[src/rtl/lights_game_pkg.sv]
// Shared constants for the lights game: FSM state encoding and red-light motion modes.
package lights_game_pkg;

  localparam logic [1:0] ST_IDLE = 2'd0;
  localparam logic [1:0] ST_RUN  = 2'd1;
  localparam logic [1:0] ST_WIN  = 2'd2;

  localparam logic MODE_WRAP   = 1'b0;
  localparam logic MODE_BOUNCE = 1'b1;

endpackage

[src/rtl/tick_gen.sv]
// Game-tick prescaler: free-runs 0..TICK_DIV-1 while enabled, held at zero otherwise.
module tick_gen #(
  parameter int TICK_DIV = 12500000
) (
  input  logic clk,
  input  logic reset,
  input  logic enable,
  output logic tick
);

  localparam int CW = (TICK_DIV > 1) ? $clog2(TICK_DIV) : 1;
  localparam logic [CW-1:0] COUNT_LAST = CW'(TICK_DIV - 1);

  logic [CW-1:0] count_q, count_d;

  always_comb begin
    count_d = count_q;
    if (!enable) begin
      count_d = '0;
    end else if (count_q == COUNT_LAST) begin
      count_d = '0;
    end else begin
      count_d = count_q + CW'(1);
    end
  end

  always_ff @(posedge clk) begin
    if (!reset) begin
      count_q <= '0;
    end else begin
      count_q <= count_d;
    end
  end

  assign tick = enable && (count_q == COUNT_LAST);

endmodule

[src/rtl/lights_game_gen.sv]
// Reaction game: a red light runs across the LED bank and the player scores by
// parking the green cursor where the red light lands on a tick.
module lights_game_gen
  import lights_game_pkg::*;
#(
  parameter int N_LEDS   = 8,
  parameter int TICK_DIV = 12500000,
  parameter int WIN_HITS = 4
) (
  input  logic                           clk,
  input  logic                           reset,
  input  logic                           enable,
  input  logic                           button1,
  input  logic                           button2,
  input  logic                           modo,
  output logic [N_LEDS-1:0]              leds_red,
  output logic [N_LEDS-1:0]              leds_green,
  output logic [$clog2(WIN_HITS+1)-1:0]  score
);

  localparam int PW = $clog2(N_LEDS);
  localparam int SW = $clog2(WIN_HITS + 1);
  localparam logic [PW-1:0]     POS_LAST  = PW'(N_LEDS - 1);
  localparam logic [SW-1:0]     SCORE_WIN = SW'(WIN_HITS);
  localparam logic [N_LEDS-1:0] LED_ONE   = N_LEDS'(1);

  logic [1:0]    state_q, state_d;
  logic [PW-1:0] p_red_q, p_red_d;
  logic [PW-1:0] p_grn_q, p_grn_d;
  logic          dir_up_q, dir_up_d;
  logic [SW-1:0] score_q, score_d;
  logic          sync1_up_q, sync2_up_q, prev_up_q;
  logic          sync1_dn_q, sync2_dn_q, prev_dn_q;

  logic [PW-1:0] red_next;
  logic          dir_next;
  logic [SW-1:0] score_inc;
  logic          up_rise, dn_rise;
  logic          run, tick;

  assign run       = (state_q == ST_RUN);
  assign up_rise   = sync2_up_q & ~prev_up_q;
  assign dn_rise   = sync2_dn_q & ~prev_dn_q;
  assign score_inc = score_q + SW'(1);

  tick_gen #(
    .TICK_DIV (TICK_DIV)
  ) u_tick_gen (
    .clk    (clk),
    .reset  (reset),
    .enable (run),
    .tick   (tick)
  );

  // Where the red light goes on the next tick; bounce reflects off either end.
  always_comb begin
    red_next = p_red_q;
    dir_next = dir_up_q;
    if (modo == MODE_WRAP) begin
      red_next = (p_red_q == POS_LAST) ? '0 : p_red_q + PW'(1);
    end else if (dir_up_q) begin
      if (p_red_q == POS_LAST) begin
        red_next = POS_LAST - PW'(1);
        dir_next = 1'b0;
      end else begin
        red_next = p_red_q + PW'(1);
      end
    end else begin
      if (p_red_q == '0) begin
        red_next = PW'(1);
        dir_next = 1'b1;
      end else begin
        red_next = p_red_q - PW'(1);
      end
    end
  end

  always_comb begin
    state_d  = state_q;
    p_red_d  = p_red_q;
    dir_up_d = dir_up_q;
    score_d  = score_q;
    case (state_q)
      ST_IDLE: begin
        if (enable) begin
          state_d  = ST_RUN;
          p_red_d  = '0;
          dir_up_d = 1'b1;
          score_d  = '0;
        end
      end
      ST_RUN: begin
        if (!enable) begin
          state_d = ST_IDLE;
        end else if (tick) begin
          p_red_d  = red_next;
          dir_up_d = dir_next;
          // A hit compares against the cursor as it stood before this edge.
          if ((red_next == p_grn_q) && (score_q != SCORE_WIN)) begin
            score_d = score_inc;
            if (score_inc == SCORE_WIN) begin
              state_d = ST_WIN;
            end
          end
        end
      end
      ST_WIN: begin
        if (!enable) begin
          state_d = ST_IDLE;
        end
      end
      default: begin
        state_d = ST_IDLE;
      end
    endcase
  end

  // Simultaneous presses cancel; the cursor is frozen once the game is won.
  always_comb begin
    p_grn_d = p_grn_q;
    if (state_q != ST_WIN) begin
      if (up_rise && !dn_rise && (p_grn_q != POS_LAST)) begin
        p_grn_d = p_grn_q + PW'(1);
      end else if (dn_rise && !up_rise && (p_grn_q != '0)) begin
        p_grn_d = p_grn_q - PW'(1);
      end
    end
  end

  always_ff @(posedge clk) begin
    if (!reset) begin
      state_q    <= ST_IDLE;
      p_red_q    <= '0;
      dir_up_q   <= 1'b1;
      p_grn_q    <= POS_LAST;
      score_q    <= '0;
      sync1_up_q <= 1'b0;
      sync2_up_q <= 1'b0;
      prev_up_q  <= 1'b0;
      sync1_dn_q <= 1'b0;
      sync2_dn_q <= 1'b0;
      prev_dn_q  <= 1'b0;
    end else begin
      state_q    <= state_d;
      p_red_q    <= p_red_d;
      dir_up_q   <= dir_up_d;
      p_grn_q    <= p_grn_d;
      score_q    <= score_d;
      sync1_up_q <= button1;
      sync2_up_q <= sync1_up_q;
      prev_up_q  <= sync2_up_q;
      sync1_dn_q <= button2;
      sync2_dn_q <= sync1_dn_q;
      prev_dn_q  <= sync2_dn_q;
    end
  end

  assign leds_red   = run ? (LED_ONE << p_red_q) : '0;
  assign leds_green = (state_q == ST_WIN) ? '1 : (LED_ONE << p_grn_q);
  assign score      = score_q;

endmodule

[config.mk]
export PLATFORM = sky130hd
export DESIGN_NAME = lights_game_gen
export DESIGN_NICKNAME = d
export VERILOG_FILES = /design/src/rtl/lights_game_pkg.sv /design/src/rtl/tick_gen.sv /design/src/rtl/lights_game_gen.sv
export SDC_FILE = /design/constraint.sdc
export NUM_CORES = 1
export LEC_CHECK = 0
export CAP_MARGIN = 20
export CELL_PAD_IN_SITES_DETAIL_PLACEMENT = 1
export CELL_PAD_IN_SITES_GLOBAL_PLACEMENT = 1
export CORE_MARGIN = 4
export CORE_UTILIZATION = 40
export DETAILED_ROUTE_END_ITERATION = 16
export HOLD_SLACK_MARGIN = 0.1
export PLACE_DENSITY_LB_ADDON = 0.1
export SLEW_MARGIN = 10
export SYNTH_ARGS = -nofsm -noshare
export SYNTH_HDL_FRONTEND = slang
export SYNTH_SLANG_ARGS = --single-unit
[constraint.sdc]
create_clock -name clk -period 2.7 [get_ports clk]
set_input_delay 0.54 -clock clk [delete_from_list [all_inputs] [get_ports clk]]
set_output_delay 0.54 -clock clk [all_outputs]
set_load 0.02 [all_outputs]
==> results_dict.tcl <==
set metrics [dict create \
    drt-wirelength-per-cell_um 13.9 \
    switching_share_pct 22.5 \
    synthArstFlopShare_pct 0 \
    dpl_cell_area_um2 2610 \
    num_rows 27 \
    area_growth_pct 20.5 \
    fin_setup_tns_ns 0 \
    cts_setup_buffers 0 \
    wl_um 5220 \
    p_per_area_nw_per_um2 444 \
    p_int_uw 936 \
    synth_warnings 0 \
    switchingPower_uw 271 \
    irDropWorstVdd_v 0.000343 \
    setup_viol_count_final 0 \
    fill_cells 686 \
    netlist_area_um2 2260 \
    clkPwrFrac_pct 40.5 \
    synth_area_leaders "dfxtp_1 (37%), ha_1 (6.7%), nor2_1 (5.7%)" \
    p_leak_uw 0.00102 \
    drcViolationCount 0 \
    cp-start-kind "register" \
    syn_inst 273 \
    slew_violations 0 \
    drtIter0Drc 128 \
    gp_congestion 0.843 \
    synth_edf_count 0 \
    core_um2 5470 \
    hold_buffers 0 \
    via_per_inst 5.15 \
    ys_ff_latch 42 \
    synth_nets 292 \
    ant_nets 0 \
    grt_setup_unrepaired "false" \
    period_share_pct 93.9 \
    dp_hpwl_um 3830 \
    crit_start "p_red_q[0]" \
    io_pins 25 \
    max_slew.worst_pin.slew_ns 0.572 \
    final_common_cell "dfxtp_1" \
    cts.clk_slew.worst_paths_ns 0.08 \
    fin_nets 322 \
    period_minus_slack_ns 2.53 \
    drv_cap 0 \
    crit_fanout 7 \
    cts_resized 0 \
    cp.required_ns 2.16 \
    min_path_type "reg2reg" \
    worstSetupPathType "reg2out" \
    worstSkewPairLatency_ns 0.29 \
    cts_tree "built" \
    antenna_cells 0 \
    maxSlewHeadroom_pct 61.6 \
    comb_power_share_pct 7.0 \
    htreeDepth 2 \
    seq_area_frac_synth_pct 37.3 \
    min_from "sync1_up_q" \
    die_h_um 83.1 \
    final_core_utilization_pct 49.7 \
    run_status "finished, final reports clean" \
    grt_max_degree 25 \
    final_cell_mix "dfxtp_1 (42), nor2_1 (34), nand2_1 (24), clkdlybuf4s50_1 (24), nand3_1 (16)" \
    drtPass1Iterations 4 \
    grt-ovfl-total 0 \
    num_vias 1936 \
    clock-sinks 42 \
    skew_ns 0.00890 \
    avgSynthCellArea_um2 8.26 \
    antenna_found_initial 0 \
    arrival_ns 1.99 \
    end_kind "output port" \
    fin_cells 376 \
    regToRegStartpoint "p_red_q[0]" \
    yosysTopAreaCell "dfxtp_1" \
    numCtsBuffers 5 \
    synth_ff_type "dfxtp_1" \
    max_freq_mhz 394 \
    cts_buffer_depth 2 \
    grt_pass1_wl_um 9270 \
    fin_area_um2 2720 \
    layout-drive-gt1-share_pct 6.91 \
    io_buffers 24 \
    die_w_um 83.1 \
    synthDistinctLibCells 41 \
    hold_violations 0 \
    power_frac_seq_pct 52.5 \
    initial_core_util_pct 41.2 \
    dieArea_um2 6910 \
    cts-root-buf "clkbuf_8" \
    place_inst 368 \
    grtUsageTotal_pct 15.9 \
    synth_top_area_share_pct 37.3 \
    grt_pass1_vias 2026 \
]
[synth_stat cells, drive strengths merged (5+ instances only)]
cell type,count
ha,12
nor2,34
and2,10
and3,11
clkbuf,8
inv,12
nand2b,8
dfxtp,42
nor3,5
xnor2,10
a21oi,7
or3,6
xor2,14
nor2b,7
nand2,24
o21ai,11
nand3,17
[area by class of cell]
cell class | instances | area (um2) | share of cell area (%)
inverters | 12 | 45.0 | 1.66
well taps | 72 | 90.1 | 3.31
clock buffers | 5 | 68.8 | 2.53
repair buffers | 31 | 293 | 10.8
flip-flops and latches | 42 | 841 | 30.9
multi-input cells | 211 | 1340 | 49.3
clock inverters | 3 | 40.0 | 1.47
[final timing paths]
path                                     to  slack [ns]  cells after the start
worst min-delay path             sync2_up_q        0.44                      1
worst max register to register     score[1]        0.28                      8
worst min register to register   sync2_up_q        0.44                      1
worst max-delay path            leds_red[7]        0.17                      4
[power groups by stage]
stage	logic [uW]	clock network (uW)	registers [uW]
6_report	84.5	489	634
5_1_grt	94.1	537	636
4_1_cts	85.6	515	634
3_5_place_dp	84.9	0	649
3_3_place_gp	84.2	0	649
2_1_floorplan	49.6	0	646
[worst max-delay path, cell delays in order (launching register included)]
cell             delay, ns
dfxtp_1               0.48
ha_1                  0.27
ha_1                  0.23
and2_1                0.14
clkdlybuf4s50_1       0.59
[sequential cells by signal, summed over array words and instances, names as in the netlist]
name / count
sync2_up_q: 1
sync1_dn_q: 1
u_tick_gen.count_q: 24
prev_dn_q: 1
dir_up_q: 1
prev_up_q: 1
state_q: 2
sync2_dn_q: 1
p_grn_q: 3
sync1_up_q: 1
p_red_q: 3
score: 3
[kinds of logic (layout without fill, tap and decap cells)]
| group | after synthesis | in the layout | share of synthesized area (%) |
|---|---|---|---|
| AOI/OAI and AO/OA | 32 | 32 | 8.87 |
| xor gates and xnor gates | 24 | 24 | 9.32 |
| adders and majority gates | 13 | 13 | 7.54 |
| buffers and inverters | 20 | 51 | 3.33 |
| DFF | 42 | 42 | 37.3 |
| muxes | 4 | 4 | 1.83 |
| and+or+nand+nor | 138 | 138 | 31.8 |
[stage by stage]
| stage | total power (uW) | hold WS, ns | worst slack (ns) |
|---|---|---|---|
| global route | 1270 | 0.459 | 0.0523 |
| global placement | 733 | 0.412 | 0.243 |
| CTS | 1230 | 0.449 | 0.142 |
| finish | 1210 | 0.436 | 0.165 |
| floorplan | 696 | 0.412 | 0.451 |
| detailed placement | 734 | 0.428 | 0.195 |
[routing by layer]
layer  global-route usage [%]  routed length [um]
met1                     19.2                2350
met2                     28.6                2650
met3                     2.78                 138
met4                     4.90                  73
met5                        0                   0
Power figures use the tool's default switching activity.
